File: src/rtl/spi_tx_fifo.sv
// spi_tx_fifo: transmit-side word buffer feeding the spi_master FIFO read port.
// Host pushes with wr_en/wr_data; the master pulls with fifo_req_data and gets
// the word one cycle later on fifo_din with a single-cycle fifo_din_valid pulse.
// Optional feature macro: SPI_TX_FIFO_ERR_FLAGS_EN adds sticky overflow/underflow.
module spi_tx_fifo #(
   parameter int unsigned data_width_g = 8,
   parameter int unsigned depth_g      = 16,
   parameter int unsigned log_depth_g  = 4
) (
   input  logic                    clk,
   input  logic                    rst,
   input  logic                    wr_en,
   input  logic [data_width_g-1:0] wr_data,
   input  logic                    flush,
   output logic                    full,
   output logic [log_depth_g:0]    used,
   input  logic                    fifo_req_data,
   output logic [data_width_g-1:0] fifo_din,
   output logic                    fifo_din_valid,
`ifdef SPI_TX_FIFO_ERR_FLAGS_EN
   output logic                    overflow,
   output logic                    underflow,
`endif
   output logic                    fifo_empty
);

   localparam logic [log_depth_g:0]   DepthCount = (log_depth_g + 1)'(depth_g);
   localparam logic [log_depth_g:0]   CountOne   = (log_depth_g + 1)'(1);
   localparam logic [log_depth_g-1:0] PtrOne     = log_depth_g'(1);

   logic [data_width_g-1:0] mem [depth_g];
   logic [log_depth_g-1:0]  wr_ptr_q, rd_ptr_q;
   logic [log_depth_g:0]    count_q, count_d;
   logic [data_width_g-1:0] din_q;
   logic                    valid_q, full_q, empty_q;
   logic                    wr_acc, rd_acc;

   // Acceptance uses pre-edge flags; flush suppresses both sides.
   always_comb begin
      wr_acc  = wr_en & ~full_q & ~flush;
      rd_acc  = fifo_req_data & ~empty_q & ~flush;
      count_d = count_q;
      if (flush) begin
         count_d = '0;
      end else begin
         unique case ({wr_acc, rd_acc})
            2'b10:   count_d = count_q + CountOne;
            2'b01:   count_d = count_q - CountOne;
            default: count_d = count_q;
         endcase
      end
   end

   // Storage array is not reset; contents are only meaningful below count.
   always_ff @(posedge clk) begin
      if (wr_acc) begin
         mem[wr_ptr_q] <= wr_data;
      end
   end

   // Pointers, count, read data and status flags; flags follow next-state count.
   always_ff @(posedge clk or negedge rst) begin
      if (!rst) begin
         wr_ptr_q <= '0;
         rd_ptr_q <= '0;
         count_q  <= '0;
         din_q    <= '0;
         valid_q  <= 1'b0;
         full_q   <= 1'b0;
         empty_q  <= 1'b1;
      end else begin
         valid_q <= rd_acc;
         count_q <= count_d;
         full_q  <= (count_d == DepthCount);
         empty_q <= (count_d == '0);
         if (flush) begin
            wr_ptr_q <= '0;
            rd_ptr_q <= '0;
         end else begin
            if (wr_acc) begin
               wr_ptr_q <= wr_ptr_q + PtrOne;
            end
            if (rd_acc) begin
               rd_ptr_q <= rd_ptr_q + PtrOne;
               din_q    <= mem[rd_ptr_q];
            end
         end
      end
   end

`ifdef SPI_TX_FIFO_ERR_FLAGS_EN
   logic overflow_q, underflow_q;

   // Sticky error flags: set on dropped write / ignored request, cleared by flush.
   always_ff @(posedge clk or negedge rst) begin
      if (!rst) begin
         overflow_q  <= 1'b0;
         underflow_q <= 1'b0;
      end else if (flush) begin
         overflow_q  <= 1'b0;
         underflow_q <= 1'b0;
      end else begin
         if (wr_en && full_q) begin
            overflow_q <= 1'b1;
         end
         if (fifo_req_data && empty_q) begin
            underflow_q <= 1'b1;
         end
      end
   end

   assign overflow  = overflow_q;
   assign underflow = underflow_q;
`endif

   assign full           = full_q;
   assign fifo_empty     = empty_q;
   assign used           = count_q;
   assign fifo_din       = din_q;
   assign fifo_din_valid = valid_q;

endmodule

File: config.mk
export PLATFORM = sky130hd
export DESIGN_NAME = spi_tx_fifo
export DESIGN_NICKNAME = d
export VERILOG_FILES = /design/src/rtl/spi_tx_fifo.sv
export SDC_FILE = /design/constraint.sdc
export NUM_CORES = 1
export LEC_CHECK = 0
export ABC_AREA = 1
export CAP_MARGIN = 0
export CORE_MARGIN = 2
export CORE_UTILIZATION = 64
export DETAILED_ROUTE_END_ITERATION = 10
export GPL_TIMING_DRIVEN = 0
export PLACE_DENSITY = 0.86
export SETUP_SLACK_MARGIN = 0.02
export SLEW_MARGIN = 20
export SYNTH_ARGS = -nofsm -noshare
export SYNTH_HDL_FRONTEND = slang
export SYNTH_SLANG_ARGS = --single-unit
File: constraint.sdc
create_clock -name clk -period 6.4 [get_ports clk]
set_input_delay 1.92 -clock clk [delete_from_list [all_inputs] [get_ports clk]]
set_output_delay 1.92 -clock clk [all_outputs]
set_load 0.1 [all_outputs]
==> results.yml <==
outcome:
  status: "completed"
critical_path:
  slowest_stage: "clkdlybuf4s50_1"
  critPathKind: "flip-flop to output pin"
  r2r_slack_ns: 3.80
  path_cells: "clkdlybuf4s50_1"
  r2r_end: "fifo_empty$_DFF_PN1_"
  end_kind: "output pin"
  worstPathRequired_ns: 4.48
  crit_buf_inv: 1
  startpoint_type: "flip-flop"
  crit_family: "buffers and inverters"
  reg2reg_from: "full$_DFF_PN0_"
  arrival_ns: 2.27
  critPathMaxStageDelay_ns: 1.15
  crit_fanout: 3
  ff2ff_path_depth: 13
cts:
  postCtsSetupBuffers: 0
  clk_pin_slew_ns: 0.06
  cts_tree: "built"
  hold_buffers: 0
  cts.sinks: 152
  cts-root-buf: "clkbuf_8"
  cts_buffers: 17
  insertion_delay_ns: 0.53
  post_cts_resized: 0
  htreeDepth: 4
  clockBufferDepth: 2
synth:
  ys_warn_count: 0
  synth_cell_types: 33
  syn-cell-area_um2: 6334
  synth_nets: 554
  avgSynthCellArea_um2: 11.86
  ys_seq_elements: 152
  async_flop_share_pct: 15.79
  synth_cells: 534
  synth_edf_count: 128
  ys.flop_type: "edfxtp_1"
  ys_seq_area_share_pct: 70.19
cells_and_area:
  antenna_cells: 0
  seq_area_um2: 4446
  fill_cells: 550
  multi_input_area_um2: 1718
  fin_nets: 600
  area_delta_synth_final_pct: 16.73
  final_area_um2: 7393
  drive_above_1_share_pct: 12.65
  fin_util_pct: 76.34
  layoutNonFillerInstCount: 726
pwr:
  powerDensity_nw_per_um2: 379.1
  leakagePower_nw: 2.641
  comb_power_share_pct: 24.6
  swShare_pct: 34.32
  p_int_w: 0.001841
  switchingPower_w: 0.0009619
  vdd_ir_drop_max_v: 0.0002413
  clkPwrFrac_pct: 34.2
  p_seq_share_pct: 41.1
floorplan:
  die_area_um2: 10710
  die_w_um: 103.5
  start_util_pct: 65.40
  io_pins: 29
  coreArea_um2: 9684
  row_count: 36
  die_h_um: 103.5
routing:
  ant_nets: 0
  first_pass_iters: 8
  totalWireLength_mm: 15.81
  viasPerCell: 6.421
  wl_per_cell_um: 21.78
  dr.first_iter.drc_count: 738
  dr_total_vias: 4662
  drc: 0
worst_hold_path:
  hold_depth: 2
  hp-start: "fifo_din[2]$_DFFE_PN0P_"
  min_to: "fifo_din[2]$_DFFE_PN0P_"
  holdCritPathClass: "flip-flop to flip-flop"
place:
  finalWeightedCongestion: 1.083
  placedCellCount: 694
  dpl_cell_area_um2: 6805
  io_buffers: 27
  dpl.hpwl_mm: 9.959
global_routing:
  grt_start_max_net_pins: 25
  grt_first_pass_wirelength_mm: 23.63
  grt_pass1_vias: 4387
  gr-total-overflow: 0
  grt_use_total_pct: 30.88
  antenna_found_initial: 0
timing:
  setup_tns_ns: 0
  finalClockSkew_ns: 0.007787
  holdWs_ns: 0.4996
  maxSlewViolCount: 0
  tightest_slew_ns: 0.9945
  rsz0062_at_grt: "false"
  setup_viol: 0
  fmax_mhz: 238.5
  post-route-period-util_pct: 65.52
  slew_headroom_pct: 33.50
  finalHoldViolCount: 0
  final.min_clock_period_ns: 4.193
flow_run:
  cap_violations: 0
[cells by family (layout without fill, tap and decap cells)]
family,count (synthesis),in the layout,share of synthesized area [%]
AND/OR/NAND/NOR,183,183,12.50
flip-flops,152,152,70.19
AO/OA/AOI/OAI,137,137,11.69
buffers and inverters,51,110,3.635
adder cells (fa/ha/maj),7,7,1.383
XOR/XNOR,2,2,0.2766
multiplexers,2,2,0.3161
[worst max-delay path by stage]
stage                                    start                    to  slack, ns  depth (start not counted)
after floorplan                          flush  fifo_empty$_DFF_PN1_       2.77                         12
after global placement                   wr_en   mem[8][4]$_DFFE_PP_       1.98                          5
after detailed placement                 wr_en  mem[14][4]$_DFFE_PP_       1.92                          5
after CTS                 fifo_empty$_DFF_PN1_            fifo_empty       2.19                          1
after global routing      fifo_empty$_DFF_PN1_            fifo_empty       2.16                          1
final                     fifo_empty$_DFF_PN1_            fifo_empty       2.21                          1
[power by group through the flow]
stage,registers [W],clock network [W],logic [W]
detailed placement,0.00117,0,0.000667
finish,0.00115,0.000960,0.000691
global placement,0.00117,0,0.000649
floorplan,0.00141,0,0.000228
CTS,0.00115,0.000957,0.000676
global route,0.00116,0.000993,0.000722
[cell usage in the layout, fill, tap and decap left out, types with 3 or more instances in the layout]
cell / instances
nor2_1: 90
nor3_2: 12
nand3_1: 8
o21ai_0: 83
nand2_2: 3
clkbuf_1: 10
nand2_1: 59
ha_1: 7
buf_6: 3
clkdlybuf4s50_1: 26
o22ai_1: 37
dfrtp_1: 23
inv_2: 4
edfxtp_1: 128
inv_1: 20
o21ai_1: 3
clkbuf_16: 16
buf_2: 13
clkinvlp_4: 3
clkinv_1: 3
clkinv_4: 3
a21oi_1: 11
[flip-flops by register name, indices dropped and copies added, names as in the netlist]
signal,cells
fifo_din,8
fifo_din_valid,1
fifo_empty,1
full,1
mem,128
rd_ptr_q,4
used,5
wr_ptr_q,4
[layout make-up]
cell class                 instances  area share (%)
tap                              133           2.251
multi-input combinational        331           23.24
timing repair buffer              27           3.588
clock inverter                    14           2.031
sequential                       152           60.13
inverter                          25           1.269
clock buffer                      18           5.652
buffer                            26           1.845
[stage by stage]
step	power, W	setup slack, ns
global placement	0.001817	1.979
floorplan	0.001640	2.769
finish	0.002803	2.207
detailed placement	0.001837	1.915
CTS	0.002784	2.193
global route	0.002871	2.161
[routing by layer]
metal | up-vias | global-route usage, % | part of all wire (%)
met4 | 0 | 13.87 | 3.9
met3 | 77 | 8.266 | 12
met2 | 388 | 48.34 | 49
met1 | 2186 | 41.16 | 35
met5 | - | 0 | 0
li1 | 2011 | - | -
[Yosys cell counts, types with 2 or more instances]
cell type,n,area share [%]
buf_6,3,0.53
clkbuf_1,9,0.53
dfrtp_1,23,9.1
nor3_1,13,1.0
buf_2,12,0.95
nor2_1,90,5.3
ha_1,7,1.4
nand3_4,2,0.55
nand2_2,3,0.30
nand2_1,59,3.5
nor2_4,2,0.36
mux2i_1,2,0.32
edfxtp_1,128,61
inv_2,4,0.24
nand2_4,2,0.36
o22ai_1,37,3.7
xnor2_1,2,0.28
o21ai_1,3,0.24
inv_1,20,1.2
nand3_1,8,0.63
a21oi_1,11,0.87
o21ai_0,83,6.6
Power figures use the tool's default switching activity.
